===== src/rtl/lcd_bus_sequencer_if.sv =====
// Requester handshakes and HD44780-style LCD bus pins shared by the sequencer and its users.
interface lcd_bus_sequencer_if;
  logic       req0_valid;
  logic       req0_rs;
  logic [7:0] req0_data;
  logic       req0_ready;
  logic       req1_valid;
  logic       req1_rs;
  logic [7:0] req1_data;
  logic       req1_ready;
  logic       E;
  logic       RW;
  logic       RS;
  logic [7:0] DB;

  modport master (
    output req0_valid, req0_rs, req0_data,
    output req1_valid, req1_rs, req1_data,
    input  req0_ready, req1_ready,
    input  E, RW, RS, DB
  );

  modport slave (
    input  req0_valid, req0_rs, req0_data,
    input  req1_valid, req1_rs, req1_data,
    output req0_ready, req1_ready,
    output E, RW, RS, DB
  );
endinterface


===== src/rtl/lcd_bus_sequencer.sv =====
// LCD bus owner: power-up delay, fixed init sequence, then round-robin byte writes
// from two requesters with E-pulse generation and per-byte settle delays.
//
// state      | meaning
// PWR_WAIT   | power-up idle, E low, counting POWERUP_MS
// INIT_SETUP | init byte on DB/RS, E low
// INIT_EHI   | init byte, E high
// INIT_ELO   | init byte, E low, settle counter loaded
// INIT_WAIT  | settle after init byte
// IDLE       | arbitration, ready offered to one requester
// SETUP      | requester byte on DB/RS, E low
// EHI        | requester byte, E high
// ELO        | requester byte, E low, settle counter loaded
// WAIT       | settle after requester byte
module lcd_bus_sequencer #(
  parameter int POWERUP_MS = 20,
  parameter int CMD_WAIT   = 1,
  parameter int CLR_WAIT   = 2,
  parameter int FIRST_WAIT = 5
) (
  input  logic               clk_1ms,
  input  logic               reset,
  lcd_bus_sequencer_if.slave lcd,
  output logic               init_done,
  output logic               busy
);

  typedef enum logic [3:0] {
    PWR_WAIT,
    INIT_SETUP,
    INIT_EHI,
    INIT_ELO,
    INIT_WAIT,
    IDLE,
    SETUP,
    EHI,
    ELO,
    WAIT
  } state_t;

  localparam logic [2:0] INIT_LAST = 3'd6;

  state_t     state_q;
  logic [7:0] cnt_q;
  logic [2:0] idx_q;
  logic       e_q;
  logic       rs_q;
  logic [7:0] db_q;
  logic       init_done_q;
  logic       last_q;

  logic       grant_vld_d;
  logic       grant_sel_d;
  logic       is_idle;

  function automatic logic [7:0] init_byte(input logic [2:0] idx);
    case (idx)
      3'd0, 3'd1, 3'd2, 3'd3: init_byte = 8'h38;
      3'd4:                   init_byte = 8'h0C;
      3'd5:                   init_byte = 8'h01;
      default:                init_byte = 8'h06;
    endcase
  endfunction

  // Clear and home are the slow commands; everything else settles in CMD_WAIT.
  function automatic logic [7:0] settle(input logic rs, input logic [7:0] b);
    if (!rs && (b == 8'h01 || b == 8'h02)) settle = 8'(CLR_WAIT);
    else                                   settle = 8'(CMD_WAIT);
  endfunction

  assign is_idle = (state_q == IDLE);

  // Round robin: on a tie the requester other than the last-granted one wins.
  always_comb begin
    grant_vld_d = 1'b0;
    grant_sel_d = 1'b0;
    if (lcd.req0_valid && lcd.req1_valid) begin
      grant_vld_d = 1'b1;
      grant_sel_d = ~last_q;
    end else if (lcd.req0_valid) begin
      grant_vld_d = 1'b1;
      grant_sel_d = 1'b0;
    end else if (lcd.req1_valid) begin
      grant_vld_d = 1'b1;
      grant_sel_d = 1'b1;
    end
  end

  always_ff @(posedge clk_1ms or negedge reset) begin
    if (!reset) begin
      state_q     <= PWR_WAIT;
      cnt_q       <= 8'd0;
      idx_q       <= 3'd0;
      e_q         <= 1'b0;
      rs_q        <= 1'b0;
      db_q        <= 8'h00;
      init_done_q <= 1'b0;
      last_q      <= 1'b1;
    end else begin
      case (state_q)
        PWR_WAIT: begin
          if (cnt_q == 8'(POWERUP_MS - 1)) begin
            cnt_q   <= 8'd0;
            idx_q   <= 3'd0;
            db_q    <= init_byte(3'd0);
            rs_q    <= 1'b0;
            state_q <= INIT_SETUP;
          end else begin
            cnt_q <= cnt_q + 8'd1;
          end
        end
        INIT_SETUP: begin
          e_q     <= 1'b1;
          state_q <= INIT_EHI;
        end
        INIT_EHI: begin
          e_q     <= 1'b0;
          state_q <= INIT_ELO;
        end
        INIT_ELO: begin
          cnt_q   <= (idx_q == 3'd0) ? 8'(FIRST_WAIT) : settle(rs_q, db_q);
          state_q <= INIT_WAIT;
        end
        INIT_WAIT: begin
          if (cnt_q <= 8'd1) begin
            cnt_q <= 8'd0;
            if (idx_q == INIT_LAST) begin
              init_done_q <= 1'b1;
              state_q     <= IDLE;
            end else begin
              idx_q   <= idx_q + 3'd1;
              db_q    <= init_byte(idx_q + 3'd1);
              rs_q    <= 1'b0;
              state_q <= INIT_SETUP;
            end
          end else begin
            cnt_q <= cnt_q - 8'd1;
          end
        end
        IDLE: begin
          // A granted valid is a transfer, since ready equals grant in IDLE.
          if (grant_vld_d) begin
            last_q  <= grant_sel_d;
            db_q    <= grant_sel_d ? lcd.req1_data : lcd.req0_data;
            rs_q    <= grant_sel_d ? lcd.req1_rs   : lcd.req0_rs;
            state_q <= SETUP;
          end
        end
        SETUP: begin
          e_q     <= 1'b1;
          state_q <= EHI;
        end
        EHI: begin
          e_q     <= 1'b0;
          state_q <= ELO;
        end
        ELO: begin
          cnt_q   <= settle(rs_q, db_q);
          state_q <= WAIT;
        end
        WAIT: begin
          if (cnt_q <= 8'd1) begin
            cnt_q   <= 8'd0;
            state_q <= IDLE;
          end else begin
            cnt_q <= cnt_q - 8'd1;
          end
        end
        default: begin
          e_q     <= 1'b0;
          state_q <= PWR_WAIT;
        end
      endcase
    end
  end

  assign lcd.E          = e_q;
  assign lcd.RW         = 1'b0;
  assign lcd.RS         = rs_q;
  assign lcd.DB         = db_q;
  assign lcd.req0_ready = is_idle && grant_vld_d && !grant_sel_d;
  assign lcd.req1_ready = is_idle && grant_vld_d &&  grant_sel_d;
  assign init_done      = init_done_q;
  assign busy           = !is_idle;

endmodule

===== src/flat_wrapper.sv =====
// flat-port wrapper written by rule: the top's interface ports become plain ports
module lcd_bus_sequencer_flat 
#(
  parameter int POWERUP_MS = 20,
  parameter int CMD_WAIT   = 1,
  parameter int CLR_WAIT   = 2,
  parameter int FIRST_WAIT = 5
)
  (clk_1ms, reset, init_done, busy, lcd_req0_valid, lcd_req0_rs, lcd_req0_data, lcd_req1_valid, lcd_req1_rs, lcd_req1_data, lcd_req0_ready, lcd_req1_ready, lcd_E, lcd_RW, lcd_RS, lcd_DB);
  lcd_bus_sequencer_if lcd_i ();
  input  logic clk_1ms;
  input  logic reset;
  output logic init_done;
  output logic busy;
  input wire logic [$bits(lcd_i.req0_valid)-1:0] lcd_req0_valid;
  input wire logic [$bits(lcd_i.req0_rs)-1:0] lcd_req0_rs;
  input wire logic [$bits(lcd_i.req0_data)-1:0] lcd_req0_data;
  input wire logic [$bits(lcd_i.req1_valid)-1:0] lcd_req1_valid;
  input wire logic [$bits(lcd_i.req1_rs)-1:0] lcd_req1_rs;
  input wire logic [$bits(lcd_i.req1_data)-1:0] lcd_req1_data;
  output wire logic [$bits(lcd_i.req0_ready)-1:0] lcd_req0_ready;
  output wire logic [$bits(lcd_i.req1_ready)-1:0] lcd_req1_ready;
  output wire logic [$bits(lcd_i.E)-1:0] lcd_E;
  output wire logic [$bits(lcd_i.RW)-1:0] lcd_RW;
  output wire logic [$bits(lcd_i.RS)-1:0] lcd_RS;
  output wire logic [$bits(lcd_i.DB)-1:0] lcd_DB;
  assign lcd_i.req0_valid = lcd_req0_valid;
  assign lcd_i.req0_rs = lcd_req0_rs;
  assign lcd_i.req0_data = lcd_req0_data;
  assign lcd_i.req1_valid = lcd_req1_valid;
  assign lcd_i.req1_rs = lcd_req1_rs;
  assign lcd_i.req1_data = lcd_req1_data;
  assign lcd_req0_ready = lcd_i.req0_ready;
  assign lcd_req1_ready = lcd_i.req1_ready;
  assign lcd_E = lcd_i.E;
  assign lcd_RW = lcd_i.RW;
  assign lcd_RS = lcd_i.RS;
  assign lcd_DB = lcd_i.DB;
  lcd_bus_sequencer #(.POWERUP_MS(POWERUP_MS), .CMD_WAIT(CMD_WAIT), .CLR_WAIT(CLR_WAIT), .FIRST_WAIT(FIRST_WAIT)) u_core (.clk_1ms(clk_1ms), .reset(reset), .lcd(lcd_i), .init_done(init_done), .busy(busy));
endmodule

===== config.mk =====
export PLATFORM = sky130hd
export DESIGN_NAME = lcd_bus_sequencer_flat
export DESIGN_NICKNAME = d
export VERILOG_FILES = /design/src/rtl/lcd_bus_sequencer_if.sv /design/src/rtl/lcd_bus_sequencer.sv /design/src/flat_wrapper.sv
export SDC_FILE = /design/constraint.sdc
export NUM_CORES = 1
export LEC_CHECK = 0
export ABC_AREA = 1
export CORE_AREA = 10 10 83 85
export DETAILED_ROUTE_END_ITERATION = 10
export DIE_AREA = 0 0 93 95
export PLACE_DENSITY = 0.74
export RECOVER_POWER = 25
export SKIP_CTS_REPAIR_TIMING = 1
export SLEW_MARGIN = 20
export SYNTH_ARGS = -nofsm -noshare
export SYNTH_HDL_FRONTEND = slang
export SYNTH_SLANG_ARGS = --single-unit

===== constraint.sdc =====
create_clock -name clk_1ms -period 1.8 [get_ports clk_1ms]
set_clock_uncertainty 0.05 [all_clocks]
set_input_delay 0.36 -clock clk_1ms [delete_from_list [all_inputs] [get_ports clk_1ms]]
set_output_delay 0.36 -clock clk_1ms [all_outputs]
set_load 0.01 [all_outputs]

==> results.md <==
* Syn Inst Count at 344
* Post-DP HPWL at 4.62 mm
* Max Buffers Root-to-Sink at 2
* # rows at 27
* Area delta synth->final at 27.1%
* Global-route wire length before repair at 9.89 mm
* Fillcell total at 550
* CP max FO at 4
* Min-Delay Path Class: input pin to flip-flop
* Multiplexer share of the synthesized area at 0%
* Post-Synth Adder-Cell Area at 4.41%
* Total number of vias at 2280
* Syn Std Cell Area at 2270 µm²
* Yosys warns at 0
* Final Max Slew Viols at 0
* DR pass1 iterations at 5
* Count of final setup violators at 0
* Worst Tran Pin Value at 0.680 ns
* Clock sink total at 27
* Register area share after synthesis at 29.8%
* Die span in x at 93 µm
* CP top delay family: flip-flops
* Number of global-route vias before repair at 2285
* Diode count at 0
* Syn avg cell area at 6.60 µm²
* Worst skew pair latency at 0.27 ns
* Clock network fraction of total power at 7.6%
* Largest net degree at the start of global routing at 28
* DRC Markers at 0
* Cell variety after synth at 35
* Clock-pin slew on the worst setup and hold paths at 0.10 ns
* I/O pin cnt at 37
* Antenna violations before repair at 0
* Slew HR at 54.7%
* Post-synth EDFFs at 0
* Starting density of the core at 42.5%
* PwrDens at 1610 nW/µm²
* Achievable clock frequency at 587 MHz
* Crit start category: flip-flop
* Layout cells sized above 1 at 16.3%
* Drt total wl at 5.69 mm
* Layout Nets at 429
* Min Clock Period, post-route at 1.70 ns
* Port bufs at 35
* RSZ-0062 raised after global routing: yes
* Max-cap violations at 0
* Outcome: completed
* Design internal power at 2.31 mW
* Critical path capture point type: output port
* Async SR Flop Fraction at 100%
* Largest area contributor in the synthesized netlist: dfrtp_1
* GRT Residual Overflow at 0
* Starting DRT DRC Count at 86
* Setup TNS at 0 ns
* Final std cells w/o fill at 470
* Die area at 8840 µm²
* Vias per cell at 4.85
* CTS tree: done
* Leak pwr at 1.49 nW
* Post-route ant nets at 0
* Post-synthesis compound-gate area fraction at 9.09%
* Simple-Gate Fraction of Synth Area at 45.2%
* CTS H-Tree Depth at 1
* WP data arrival at 1.29 ns
* CP max-delay cell: dfrtp_1
* #FFs+latches synth at 27
* Syn nets at 374
* Largest family of logic cells by synthesized area: simple AND/OR/NAND/NOR gates
* CP peak stage delay at 0.40 ns
* XOR/XNOR Fraction of Synth Area at 1.93%
* Peak VDD IR at 0.829 mV
* Synth area leaders: dfrtp_1 29%, nand2_1 20%, nor2_1 6.9%, nand3_1 6.6%, inv_1 4.6%
* Buffers & Inverters on Critical Path at 2
* Top FF cell, synth: dfrtp_1
* Clock Tree Root: clkbuf_8
* WS Path Type: flip-flop to output port
* Hold WS at 0.386 ns
* Clock buffer count from CTS at 3
* Post-synth top area share at 28.7%
* Crit path cell chain: inv_2 -> nand2_2 -> nor2_8 -> o21ai_1 -> nor2_1 -> clkbuf_2
* Seq pwr share at 24.2%
* Placed insts at 465
* Die height at 95 µm
* Combinational group share of total power at 68.3%
* Core area at 5340 µm²
* Drt wl/cell at 12.1 µm
* Tot Pwr at 4.66 mW
* Sw frac at 50.5%
* CP Data Required Time at 1.39 ns
* Total Routing Usage GR at 13.2%
* Gpl congestion at 0.919
* Period utilization at 94.6%
* Switching power at 2.35 mW
* Fin. Hold Viols at 0
layer usage:
layer | vias to the layer above | global-route usage [%] | routed length, µm
li1 | 1191 | - | -
met1 | 1041 | 15.3 | 2530
met2 | 44 | 23.8 | 2790
met3 | 4 | 4.28 | 352
met4 | 0 | 1.41 | 20
met5 | - | 0 | 0
path summary, 6_finish.rpt:
kind,startpoint,end,slack [ns],cells after the start
max,u_core.state_q[1],lcd_req0_ready,0.1,6
min,lcd_req0_valid,u_core.last_q,0.39,4
max reg2reg,u_core.cnt_q[1],u_core.lcd.DB[6],0.13,10
min reg2reg,u_core.init_done,u_core.init_done,0.45,1
max in group asynchronous,reset,u_core.cnt_q[0],0.64,2
min in group asynchronous,reset,u_core.state_q[1],0.59,2
power groups by stage:
stage                     sequential, mW  combinational [mW]  clock, mW
after floorplan                     1.12                2.22          0
after global placement              1.13                3.07          0
after detailed placement            1.14                3.12          0
after CTS                           1.13                3.14      0.367
after global routing                1.16                3.60      0.391
final                               1.12                3.18      0.353
metrics by stage:
stage	util, %	setup WS [ns]	area (µm²)
2_1_floorplan	-	0.127	2270
3_3_place_gp	52.6	-0.346	2810
3_5_place_dp	52.6	-0.367	2810
4_1_cts	53.5	-0.380	2860
5_1_grt	54.1	-0.00400	2890
6_report	54.1	0.0976	2890
sequential cells by signal (all words and copies together) (netlist names):
register and cells:
u_core.lcd.E 1, u_core.cnt_q 8, u_core.lcd.DB 8, u_core.state_q 4, u_core.init_done 1, u_core.lcd.RS 1, u_core.last_q 1, u_core.idx_q 3
tightest hold or removal path, cell delays in order:
cell,delay [ns]
dlymetal6s2s_1,0.12
o21ai_1,0.10
nand2_1,0.06
o21ai_0,0.07
final cells by class:
cell class	count	area, µm²	share of cell area [%]
well taps	72	90.1	3.12
clock inverters	1	7.51	0.260
multi-input cells	272	1400	48.5
repair buffers	59	531	18.4
clock buffers	3	41.3	1.43
flip-flops and latches	27	678	23.5
inverters	36	139	4.81
kinds of logic (layout without fill, tap and decap cells):
| group | Yosys count | in the layout |
|---|---|---|
| buffers and inverters | 45 | 99 |
| adder cells (fa/ha/maj) | 8 | 8 |
| other | 1 | 1 |
| XOR/XNOR | 5 | 5 |
| flip-flops | 27 | 27 |
| AO/OA/AOI/OAI | 36 | 36 |
| AND/OR/NAND/NOR | 222 | 222 |
cells in the mapped netlist, types with 2 or more instances:
library cell	n
xor2_1	4
nand3_1	30
o211ai_1	3
inv_2	6
nand2_2	10
buf_6	4
ha_1	8
nand3b_1	2
nor2_2	2
o21ai_1	3
nor2_1	42
inv_1	28
buf_4	2
buf_2	3
nor2_4	3
o21ai_0	21
nand2_1	119
a21oi_1	5
dfrtp_1	26
nand4_1	5
nor2_8	2
nand2_4	3
cells in the final DEF (no fill, tap or decap), types with 2 or more instances in the layout:
| master | count |
|---|---|
| nand2_2 | 10 |
| nor2_2 | 2 |
| inv_1 | 28 |
| nor2_8 | 2 |
| xor2_1 | 4 |
| buf_4 | 23 |
| nor2_1 | 42 |
| o21ai_0 | 20 |
| clkdlybuf4s50_1 | 30 |
| dfrtp_1 | 25 |
| clkbuf_8 | 3 |
| nand2_4 | 3 |
| ha_1 | 8 |
| nand3_1 | 30 |
| o211ai_1 | 3 |
| nand3b_1 | 2 |
| a21oi_1 | 5 |
| inv_2 | 6 |
| clkbuf_2 | 2 |
| nand4_1 | 5 |
| dlymetal6s2s_1 | 3 |
| nor2_4 | 3 |
| o21ai_1 | 3 |
| nand2_1 | 118 |
Note: power is estimated with default switching activity, not from simulation.
